--- src/rtl/ooo_pkg.sv ---
// Shared out-of-order core types: field widths, the reservation-station entry
// record and the CDB wakeup match helper.
package ooo_pkg;

    localparam int TAG_W = 4;
    localparam int VAL_W = 16;
    localparam int OPC_W = 4;
    localparam int IMM_W = 8;

    typedef logic [TAG_W-1:0] tag_t;
    typedef logic [VAL_W-1:0] val_t;
    typedef logic [OPC_W-1:0] opc_t;
    typedef logic [IMM_W-1:0] imm_t;

    typedef struct packed {
        logic busy;
        tag_t rob_idx;
        opc_t opcode;
        imm_t imm;
        logic a_valid;
        val_t a_value;
        tag_t a_owner;
        logic b_valid;
        val_t b_value;
        tag_t b_owner;
    } rs_entry_t;

    // A still-pending operand picks up the broadcast when its producer tag matches.
    function automatic logic tag_hit(input logic op_valid, input tag_t owner,
                                     input logic cdb_v, input tag_t cdb_t);
        return !op_valid && cdb_v && (owner == cdb_t);
    endfunction

endpackage

--- src/rtl/rs_pick_oldest.sv ---
// Fixed-priority picker: grants the lowest-indexed requester, which in the
// collapsing queue is the oldest ready entry.
module rs_pick_oldest #(
    parameter int DEPTH = 4
) (
    input  logic [DEPTH-1:0] req,
    output logic [DEPTH-1:0] grant,
    output logic             valid
);

    // Scan from slot 0 upward and stop at the first request.
    always_comb begin
        grant = '0;
        valid = 1'b0;
        for (int i = 0; i < DEPTH; i++) begin
            if (req[i] && !valid) begin
                grant[i] = 1'b1;
                valid    = 1'b1;
            end
        end
    end

endmodule

--- src/rtl/fxu_reservation_station.sv ---
// FXU reservation station: age-ordered collapsing queue of DEPTH entries with
// CDB wakeup and oldest-ready issue.
// Optional feature macro: RS_WAKEUP_FASTPATH_EN -- when defined, an entry woken
// by the current-cycle CDB may issue in that same cycle with the operand taken
// straight from cdb_value. Otherwise readiness and issue operands come only
// from registered entry state.
module fxu_reservation_station
    import ooo_pkg::*;
#(
    parameter int DEPTH = 4
) (
    input  logic             clk,
    input  logic             rst_n,
    input  logic             in_valid,
    input  logic [TAG_W-1:0] in_rob_idx,
    input  logic [OPC_W-1:0] in_opcode,
    input  logic [IMM_W-1:0] in_imm,
    input  logic             in_a_valid,
    input  logic [VAL_W-1:0] in_a_value,
    input  logic [TAG_W-1:0] in_a_owner,
    input  logic             in_b_valid,
    input  logic [VAL_W-1:0] in_b_value,
    input  logic [TAG_W-1:0] in_b_owner,
    input  logic             flush,
    output logic             full,
    output logic [3:0]       count,
    input  logic             cdb_valid,
    input  logic [TAG_W-1:0] cdb_tag,
    input  logic [VAL_W-1:0] cdb_value,
    output logic             issue_valid,
    input  logic             issue_ready,
    output logic [TAG_W-1:0] issue_rob_idx,
    output logic [OPC_W-1:0] issue_opcode,
    output logic [IMM_W-1:0] issue_imm,
    output logic [VAL_W-1:0] issue_a,
    output logic [VAL_W-1:0] issue_b
);

    rs_entry_t        entries_q [DEPTH];
    rs_entry_t        entries_d [DEPTH];
    // One extra always-empty slot past the top so the collapse can read i+1 uniformly.
    rs_entry_t        woke_ext  [DEPTH+1];
    rs_entry_t        issue_src [DEPTH];
    rs_entry_t        alloc;
    logic [3:0]       count_q;
    logic [3:0]       count_d;
    logic [3:0]       count_after;
    logic [DEPTH-1:0] ready;
    logic [DEPTH-1:0] grant;
    logic             pick_valid;
    logic             fire;
    logic             accept;
    logic             removed;

    assign full        = (count_q == 4'(DEPTH));
    assign count       = count_q;
    assign issue_valid = pick_valid;
    assign fire        = pick_valid & issue_ready;
    assign accept      = in_valid & ~full;

    // Apply this cycle's CDB broadcast to every busy entry's pending operands.
    always_comb begin
        for (int i = 0; i < DEPTH; i++) begin
            woke_ext[i] = entries_q[i];
            if (entries_q[i].busy &&
                tag_hit(entries_q[i].a_valid, entries_q[i].a_owner, cdb_valid, cdb_tag)) begin
                woke_ext[i].a_valid = 1'b1;
                woke_ext[i].a_value = cdb_value;
            end
            if (entries_q[i].busy &&
                tag_hit(entries_q[i].b_valid, entries_q[i].b_owner, cdb_valid, cdb_tag)) begin
                woke_ext[i].b_valid = 1'b1;
                woke_ext[i].b_value = cdb_value;
            end
        end
        woke_ext[DEPTH] = '0;
    end

    // Choose which view of the entries drives readiness and issue data.
    always_comb begin
        for (int i = 0; i < DEPTH; i++) begin
`ifdef RS_WAKEUP_FASTPATH_EN
            issue_src[i] = woke_ext[i];
`else
            issue_src[i] = entries_q[i];
`endif
            ready[i] = issue_src[i].busy & issue_src[i].a_valid & issue_src[i].b_valid;
        end
    end

    rs_pick_oldest #(
        .DEPTH (DEPTH)
    ) u_pick (
        .req   (ready),
        .grant (grant),
        .valid (pick_valid)
    );

    // One-hot AND-OR mux; all data outputs fall to zero when nothing is granted.
    always_comb begin
        issue_rob_idx = '0;
        issue_opcode  = '0;
        issue_imm     = '0;
        issue_a       = '0;
        issue_b       = '0;
        for (int i = 0; i < DEPTH; i++) begin
            if (grant[i]) begin
                issue_rob_idx = issue_rob_idx | issue_src[i].rob_idx;
                issue_opcode  = issue_opcode  | issue_src[i].opcode;
                issue_imm     = issue_imm     | issue_src[i].imm;
                issue_a       = issue_a       | issue_src[i].a_value;
                issue_b       = issue_b       | issue_src[i].b_value;
            end
        end
    end

    // Build the incoming entry, capturing a same-cycle broadcast for pending operands.
    always_comb begin
        alloc         = '0;
        alloc.busy    = 1'b1;
        alloc.rob_idx = in_rob_idx;
        alloc.opcode  = in_opcode;
        alloc.imm     = in_imm;
        alloc.a_valid = in_a_valid;
        alloc.a_value = in_a_value;
        alloc.a_owner = in_a_owner;
        alloc.b_valid = in_b_valid;
        alloc.b_value = in_b_value;
        alloc.b_owner = in_b_owner;
        if (tag_hit(in_a_valid, in_a_owner, cdb_valid, cdb_tag)) begin
            alloc.a_valid = 1'b1;
            alloc.a_value = cdb_value;
        end
        if (tag_hit(in_b_valid, in_b_owner, cdb_valid, cdb_tag)) begin
            alloc.b_valid = 1'b1;
            alloc.b_value = cdb_value;
        end
    end

    // Next queue state: collapse above the issued slot, append at the first
    // free slot after the collapse, and let flush wipe everything.
    always_comb begin
        count_after = count_q - {3'b000, fire};
        removed     = 1'b0;
        for (int i = 0; i < DEPTH; i++) begin
            removed = removed | (fire & grant[i]);
            entries_d[i] = removed ? woke_ext[i+1] : woke_ext[i];
            if (accept && (count_after == 4'(i))) begin
                entries_d[i] = alloc;
            end
        end
        count_d = count_after + {3'b000, accept};
        if (flush) begin
            for (int i = 0; i < DEPTH; i++) begin
                entries_d[i] = '0;
            end
            count_d = '0;
        end
    end

    // Entry and occupancy registers.
    always_ff @(posedge clk or negedge rst_n) begin
        if (!rst_n) begin
            for (int i = 0; i < DEPTH; i++) begin
                entries_q[i] <= '0;
            end
            count_q <= '0;
        end else begin
            for (int i = 0; i < DEPTH; i++) begin
                entries_q[i] <= entries_d[i];
            end
            count_q <= count_d;
        end
    end

endmodule

--- config.mk ---
export PLATFORM = sky130hd
export DESIGN_NAME = fxu_reservation_station
export DESIGN_NICKNAME = d
export VERILOG_FILES = /design/src/rtl/ooo_pkg.sv /design/src/rtl/rs_pick_oldest.sv /design/src/rtl/fxu_reservation_station.sv
export SDC_FILE = /design/constraint.sdc
export NUM_CORES = 1
export LEC_CHECK = 0
export BUFFER_PORTS_ARGS = -buffer_cell sky130_fd_sc_hd__buf_2
export CORE_UTILIZATION = 50
export CTS_CLUSTER_SIZE = 24
export DETAILED_ROUTE_END_ITERATION = 12
export GPL_TIMING_DRIVEN = 0
export PLACE_DENSITY = 0.72
export SYNTH_ARGS = -nofsm -noshare
export SYNTH_HDL_FRONTEND = slang
export SYNTH_HIERARCHICAL = 1
export SYNTH_SLANG_ARGS = --single-unit
--- constraint.sdc ---
create_clock -name clk -period 3.54 [get_ports clk]
set_input_delay 0 -clock clk [delete_from_list [all_inputs] [get_ports clk]]
set_output_delay 0 -clock clk [all_outputs]
set_load 0.01 [all_outputs]
# After elaboration in Yosys (flattened, before gate mapping)
# Cells that the tools add are included.
dict set report totals {
  out_inout_bits 54
  inputBits 84
  wordCells 192
  reg_bits 240
}
dict set report classes {
  eq_ne 14
  muxes 47
  bitwise_logic 33
  n_addsub 2
  reduce_logical 55
}
# cell n
set op_table {}
lappend op_table {{2-to-1 mux 59 bit} 8}
lappend op_table {{2-to-1 mux 236 bit} 1}
lappend op_table {{2-to-1 mux 17 bit} 10}
lappend op_table {{2-to-1 mux 16 bit} 8}
lappend op_table {{OR 16 bit} 6}
lappend op_table {{== test 4 bit} 10}
lappend op_table {{2-to-1 mux 4 bit} 9}
lappend op_table {{logical AND 1 bit} 35}
lappend op_table {{2-to-1 mux 8 bit} 4}
lappend op_table {{OR 4 bit} 6}
lappend op_table {{OR 8 bit} 3}
lappend op_table {{bitwise AND 1 bit} 14}
lappend op_table {{zero test 1 bit} 13}
lappend op_table {{nonzero test 3 bit} 4}
lappend op_table {{== test 4 x 2 -> 1 bit, second input constant} 2}
lappend op_table {{nonzero test 4 bit} 2}
lappend op_table {{2-to-1 mux 1 bit} 7}
lappend op_table {{adder 4 x 1 -> 4 bit} 1}
lappend op_table {{== test 4 x 1 -> 1 bit, second input constant} 1}
lappend op_table {{== test 4 x 3 -> 1 bit, second input constant} 1}
lappend op_table {{zero test 4 bit} 1}
lappend op_table {{subtractor 4 x 1 -> 4 bit} 1}
lappend op_table {{OR 1 bit} 3}
lappend op_table {{inverter 1 bit} 1}

# Depth between registers and ports, before layout
# Gate-level depths: netlist of run 1.
dict set report depth {
  ltp_word 20
  depth_mapped 15
  ltp_nobuf 11
}

# Modules after synthesis
# The synthesis of run 1 kept the hierarchy.
# mod area_each_um2 seq_area_each_um2 cells_each n_inst
set by_module_without_submodules {}
lappend by_module_without_submodules {fxu_reservation_station 14224.9 6005.8 1570 1}
lappend by_module_without_submodules {rs_pick_oldest 37.5 0.0 5 1}

# Least setup slack after synthesis of run 1
# OpenSTA, ideal clock, no wires.
dict set report synth_path {
  path_type {flip-flop to flip-flop}
  startpoint {register entries_q[138] (netlist name)}
  endpoint {register entries_q[90] (netlist name)}
  required_time_ps 3400
  slack_ps -193
  setup_time_ps 140
  synth_period_minus_slack_ps 3733
  t_arrival_ps 3593
  path_stages_with_launch 15
  n_path_buf 4
  cell_sequence {dfrtp_1 > and3_1 > or4_1 > and2_1 > buf_2 > ha_1 > ha_1 > o31a_1 > or3_1 > buf_2 > or3_1 > buf_2 > nand2b_1 > buf_2 > o32ai_1}
}
# item line
set synth_rtl {}
lappend synth_rtl {{start, declared} fxu_reservation_station.sv:39} ;# rs_entry_t entries_q [DEPTH];
lappend synth_rtl {{start signal, assigned by index} fxu_reservation_station.sv:170} ;# entries_q[i] <= entries_d[i];

==> results of run 1 <==
## power by group through the flow
stage / sequential [mW] / clock, mW / combinational [mW]
after global placement: 3.11 / 0 / 1.04
final: 3.08 / 2.88 / 1.43
after detailed placement: 3.12 / 0 / 1.08
after CTS: 3.07 / 2.86 / 1.23
after floorplan: 3.08 / 0 / 0.659
after global routing: 3.10 / 2.97 / 1.51
## per-layer routing
layer | global-route usage | vias up
li1 | - | 6437
met1 | 0.477 | 7391
met2 | 0.607 | 1176
met3 | 0.0766 | 263
met4 | 0.228 | 2
met5 | 0 | -
## through the flow
| stage | power (mW) | area, um2 |
|---|---|---|
| 4_1_cts | 7.16 | 17500 |
| 3_5_place_dp | 4.20 | 15500 |
| 5_1_grt | 7.58 | 18300 |
| 6_report | 7.39 | 18300 |
| 3_3_place_gp | 4.16 | 15400 |
| 2_1_floorplan | 3.74 | 14300 |
## final cells by class
type                       count  area [um2]  area share
clock buffer                  36         739      0.0405
timing repair buffer         249        1870       0.102
sequential                   240        6010       0.329
buffer                       159         913      0.0500
tap                          378         473      0.0259
clock inverter                11         130     0.00713
inverter                       9        33.8     0.00185
multi-input combinational   1162        8090       0.443
## flip-flops by register name, indices dropped and copies added (netlist names)
name,flops
count,4
entries_q,236
## synthesized netlist by cell type, drive strengths merged, types with 2 or more instances
cell type    n
nand2      320
dfrtp      240
nor2       135
clkbuf     123
a22oi       96
a311oi      72
mux2i       70
o32ai       66
a21oi       42
buf         41
mux2        32
o211ai      32
o22a        32
xnor2       29
a2111oi     24
o22ai       24
a22o        22
o21ai       22
a32o        16
and2        16
nor4        12
nor3        11
or3         11
xor2        11
inv          9
nand2b       8
nand3        8
and3         6
nor2b        6
ha           4
o21a         4
or4          4
a31oi        3
nand4        3
a211oi       2
nor4b        2
o311ai       2
o31a         2
o41ai        2
## critical path: stages (launching register included)
cell and delay (ps):
dfrtp_1 440, and3_4 200, or4_4 520, and2_4 200
ha_4 170, ha_4 160, o31a_1 290, or3_1 350
buf_6 170, or3_1 330, buf_4 190, nand2b_4 180
buf_8 170, o32ai_1 130
## cells by family (layout without fill, tap and decap cells)
group / after synthesis / count (layout)
buffers and inverters: 173 / 464
multiplexers: 102 / 102
flip-flops: 240 / 240
XOR/XNOR: 40 / 40
adder cells (fa/ha/maj): 4 / 4
AND/OR/NAND/NOR: 544 / 544
AO/OA/AOI/OAI: 472 / 472
## what timing repair did
action,4_1_cts,5_1_grt
gates cloned,1,2
hold buffers,75,0
hold endpoints to repair,467,0
resized for setup,106,148
pin swaps,19,21
endpoints found under the setup margin,236,252
buffers inserted,17,18
## path summary, 6_finish.rpt
kind | from | end | slack [ps] | cells past startpoint
max reg2reg | entries_q[235] | entries_q[66] | -150 | 13
min in group asynchronous | rst_n | entries_q[157] | 110 | 3
min reg2reg | entries_q[215] | entries_q[215] | 490 | 2
max | entries_q[235] | entries_q[66] | -150 | 13
min | cdb_value[9] | entries_q[211] | -30 | 4
max in group asynchronous | rst_n | entries_q[42] | 2590 | 3
==> impl_metrics.tcl, run 1 <==
set metrics [dict create \
    synth.distinct_cells 65 \
    rsz0062_at_grt "yes" \
    initial_core_util 0.511 \
    power.switching_mw 2.20 \
    final_max_slew_viol_count 0 \
    fin_skew_ps 12.3 \
    grt_pass1_wl_um 84200 \
    gp_congestion 0.980 \
    ys.flop_type "dfrtp_1" \
    synth-seq-area-share 0.421 \
    drt-total-wl_um 56800 \
    synth_top_family_by_area "compound AO/OA/AOI/OAI gates" \
    wl_met2_um 26000 \
    antenna_found_initial 1 \
    layout_min_cycle_time_ps 3690 \
    grt_max_degree 117 \
    swShare 0.298 \
    num_rows 61 \
    drt-met1-wl_um 20600 \
    clk_latency_ps 560 \
    pre_cts_ws_ps -924 \
    grt_pass1_vias 14862 \
    slew-limit-headroom 0.362 \
    cts_num_sinks 240 \
    vias 15269 \
    status "finished, violations left" \
    finalCritPeriodShare 1.04 \
    synthCells 1575 \
    detailedRoute.firstPassIterationCount 6 \
    cap_violations 0 \
    hpwlAfterDp_um 36800 \
    cts_tree "yes" \
    dieHeight_um 171 \
    clock_path_buffers 3 \
    arrival_ps 4070 \
    routed-wl-met3_um 6710 \
    crit_required_ps 3920 \
    comb_power_share 0.194 \
    fin_nets 1936 \
    hold_path.class "input pin to register" \
    worst_hold_slack_ps -32.6 \
    ys_ff_latch 240 \
    failed_checks "negative hold slack, negative setup slack" \
    fmax_mhz 271 \
    layout_common_cells "320 x nand2_1, 240 x dfrtp_1, 155 x buf_2" \
    root_buffer "clkbuf_16" \
    worst_slack_ps -146 \
    synth_mux_area_frac 0.0744 \
    ant_nets 0 \
    clk_pin_slew_worst_paths_ps 60 \
    synth_top_area_cell "dfrtp_1" \
    final_util 0.653 \
    yosysTopAreaCellShare 0.421 \
    synth-compound-area-share 0.264 \
    synth_adder_area_share 0.00351 \
    cp-end-kind "register" \
    synth_nets 1663 \
    top_layer_used "met5" \
    antenna_cells 0 \
    ir_drop_v 0.000365 \
    drive_above_1_share 0.230 \
    gr-total-overflow 0 \
    htreeDepth 1 \
    drc_errors 0 \
    p_clk_frac 0.389 \
    syn_area_um2 14300 \
    portBuffers 135 \
    seqPwrFrac 0.417 \
    dp.cells 2090 \
    critPathKind "register to register" \
    p_int_mw 5.19 \
    fin_setup_tns_ps -4680 \
    p_leak_nw 8.10 \
    die_width_um 171 \
    hold_violations 1 \
    ioPinCount 138 \
    syn_area_per_cell_um2 9.06 \
    viasPerCell 6.80 \
    setup_viol 98 \
    yosys.area_share.xor_xnor 0.0246 \
    synthArstFlopShare 1.00 \
    mostFrequentLayoutCell "nand2_1" \
    synthSimpleGateAreaFrac 0.163 \
    wl_per_cell_um 25.3 \
    powerDensity_nw_per_um2 405 \
    fillers 2291 \
    area_growth_pct 28.0 \
    core_um2 27900 \
    cts_buffers 27 \
    setup.worst_path.start_class "register" \
    yosys_warnings 6 \
    drt_iter0_drc 2071 \
    worst_pin_slew_ps 958 \
    die_area_um2 29200 \
    synth_edf_count 0 \
    yosys-top-cells-area "dfrtp_1 42%, nand2_1 8.4%, a22oi_1 5.1%" \
    path_max_fanout 10 \
    final_cells 2244 \
    grt.total_usage 0.380 \
]
Power figures use the tool's default switching activity.
==> run 2, diff against run 1 <==
- BUFFER_PORTS_ARGS: -buffer_cell sky130_fd_sc_hd__buf_2 -> -buffer_cell sky130_fd_sc_hd__clkbuf_2
- CTS_CLUSTER_DIAMETER: unset -> 150
==> run 2 against run 1 <==
Effect of this change: the run still ends with negative hold slack, negative setup slack left; first-iteration DRC count decreased by 5.4%; sequential cell count unchanged; maximum frequency increased by 3.6%; worst hold slack got worse by 6.6 ps; clock skew increased by 9.5 ps; global-route usage decreased by 0.24 points; total power decreased by 17%; clock power decreased by 43%; via count decreased by 1.8%; clock-buffer cell count decreased by 23; non-clock buffer count decreased by 13; critical path type unchanged; critical endpoint is now entries_q[69].
==> impl_metrics.tcl, run 2 (synthesis gave the netlist of run 1 again) <==
set metrics [dict create \
    crit_required_ps 3900 \
    dp.cells 2090 \
    status "finished, violations left" \
    layout_common_cells "320 x nand2_1, 240 x dfrtp_1, 150 x clkbuf_2" \
    drt_iter0_drc 1960 \
    hold_path.class "input pin to register" \
    critPathKind "register to register" \
    cp-end-kind "register" \
    htreeDepth 1 \
    grt_max_degree 94 \
    ir_drop_v 0.000359 \
    cts_tree "yes" \
    pre_cts_ws_ps -933 \
    ioPinCount 138 \
    routed-wl-met3_um 5670 \
    design_area_um2 17500 \
    drc_errors 0 \
    viasPerCell 6.82 \
    slew-limit-headroom 0.374 \
    ff_latch_area_um2 6010 \
    area_growth_pct 22.8 \
    wl_met2_um 26100 \
    drive_above_1_share 0.206 \
    hpwlAfterDp_um 37100 \
    die_area_um2 29200 \
    grt.total_usage 0.378 \
    drt-met1-wl_um 21500 \
    drt-total-wl_um 56100 \
    fin_nets 1909 \
    powerDensity_nw_per_um2 348 \
    arrival_ps 3920 \
    clk_latency_ps 510 \
    initial_core_util 0.511 \
    gr-total-overflow 0 \
    fin_skew_ps 21.8 \
    final_cells 2198 \
    final_max_slew_viol_count 0 \
    worst_slack_ps -18.1 \
    layout_min_cycle_time_ps 3560 \
    wl_per_cell_um 25.5 \
    crit_path_top_delay_cell "or4_4" \
    fmax_mhz 281 \
    worst_hold_slack_ps -39.3 \
    critical_path.max_stage_delay_ps 500 \
    num_rows 61 \
    setup.worst_path.start_class "register" \
    clk_pin_slew_worst_paths_ps 110 \
    root_buffer "clkbuf_16" \
    setup_viol 9 \
    path_cells "and3_1 > or4_4 > and2_4 > ha_4 > ha_4 > o31a_1 > or3_4 > or3_4 > buf_6 > nand2b_4 > clkbuf_16 > o32ai_2" \
    finalCritPeriodShare 1.01 \
    worst_pin_slew_ps 932 \
    cts_num_sinks 240 \
    grt_pass1_vias 14585 \
    rsz0062_at_grt "yes" \
    crit_buf_inv 2 \
    cp_top_family "simple AND/OR/NAND/NOR gates" \
    multiInputGateArea_um2 8050 \
    antenna_found_initial 0 \
    clock_path_buffers 3 \
    portBuffers 135 \
    hold_violations 2 \
    top_layer_used "met4" \
    largest_register_ffs 236 \
    grt_pass1_wl_um 83600 \
    cts_buffers 13 \
    failed_checks "negative hold slack, negative setup slack" \
    die_width_um 171 \
    fillers 2349 \
    gp_congestion 0.952 \
    regMostFlops "entries_q" \
    detailedRoute.firstPassIterationCount 5 \
    path_max_fanout 8 \
    cap_violations 0 \
    ant_nets 0 \
    core_um2 27900 \
    dieHeight_um 171 \
    p_leak_nw 7.72 \
    vias 14995 \
    mostFrequentLayoutCell "nand2_1" \
    place_area_um2 15500 \
]
==> run 2: cell types whose count changed in the layout (fill, tap and decap cells not counted), moves of 14 or more <==
| cell | delta |
|---|---|
| buf_2 | -139 |
| clkbuf_2 | +135 |
| nor2_2 | -17 |
| nor2_1 | +16 |
| o32ai_1 | -15 |
| o32ai_2 | +14 |
==> run 2: metal layers <==
metal	global-route usage	vias to the layer above
met3	0.0648	221
met2	0.610	1081
met4	0.202	0
met5	0	-
li1	-	6355
met1	0.486	7338
==> run 2: through the flow <==
stage | hold slack [ps] | TNS (ps) | power (mW) | utilization
final | -39.3 | -68.9 | 6.10 | 0.627
after global routing | 23.6 | -2250 | 6.26 | 0.627
after CTS | 3.90 | -31.8 | 5.93 | 0.609
after detailed placement | 36.2 | -133220 | 4.20 | 0.555
after global placement | 287 | -779940 | 4.16 | 0.553
after floorplan | -296 | 0 | 3.74 | -
==> run 2: final timing paths <==
path	start	to	slack, ps	cells past startpoint
worst max-delay path	entries_q[117]	entries_q[69]	-20	12
worst max register to register	entries_q[117]	entries_q[69]	-20	12
max in group asynchronous	rst_n	entries_q[177]	2600	3
worst min register to register	entries_q[216]	entries_q[216]	500	2
min in group asynchronous	rst_n	entries_q[220]	60	2
worst min-delay path	cdb_value[11]	entries_q[213]	-40	4
==> run 2: layout make-up <==
type / count / share of cell area
well taps: 378 / 0.0270
repair buffers: 238 / 0.100
inverters: 9 / 0.00193
plain buffers: 157 / 0.0499
diodes: 1 / 0.000143
flip-flops and latches: 240 / 0.343
clock buffers: 13 / 0.0186
multi-input cells: 1162 / 0.459
==> run 2: power breakdown <==
| group | switching, mW | internal [mW] |
|---|---|---|
| logic | 0.823 | 0.551 |
| registers | 0.152 | 2.93 |
| clock network | 0.983 | 0.667 |
==> run 2: tightest hold or removal path, delay by kind of cell <==
kind / cells / cell delay [ps]
compound gates: 1 / 50
buf+inv: 1 / 80
simple gates: 2 / 280
==> run 2: repair_timing <==
action / in CTS / in global routing
gates resized for setup: 115 / 95
cloned: 1 / 3
pin swaps: 14 / 32
setup buffers: 19 / 8
endpoints found under the setup margin: 236 / 246
hold endpoints to repair: 281 / 0
hold buffers: 72 / 0
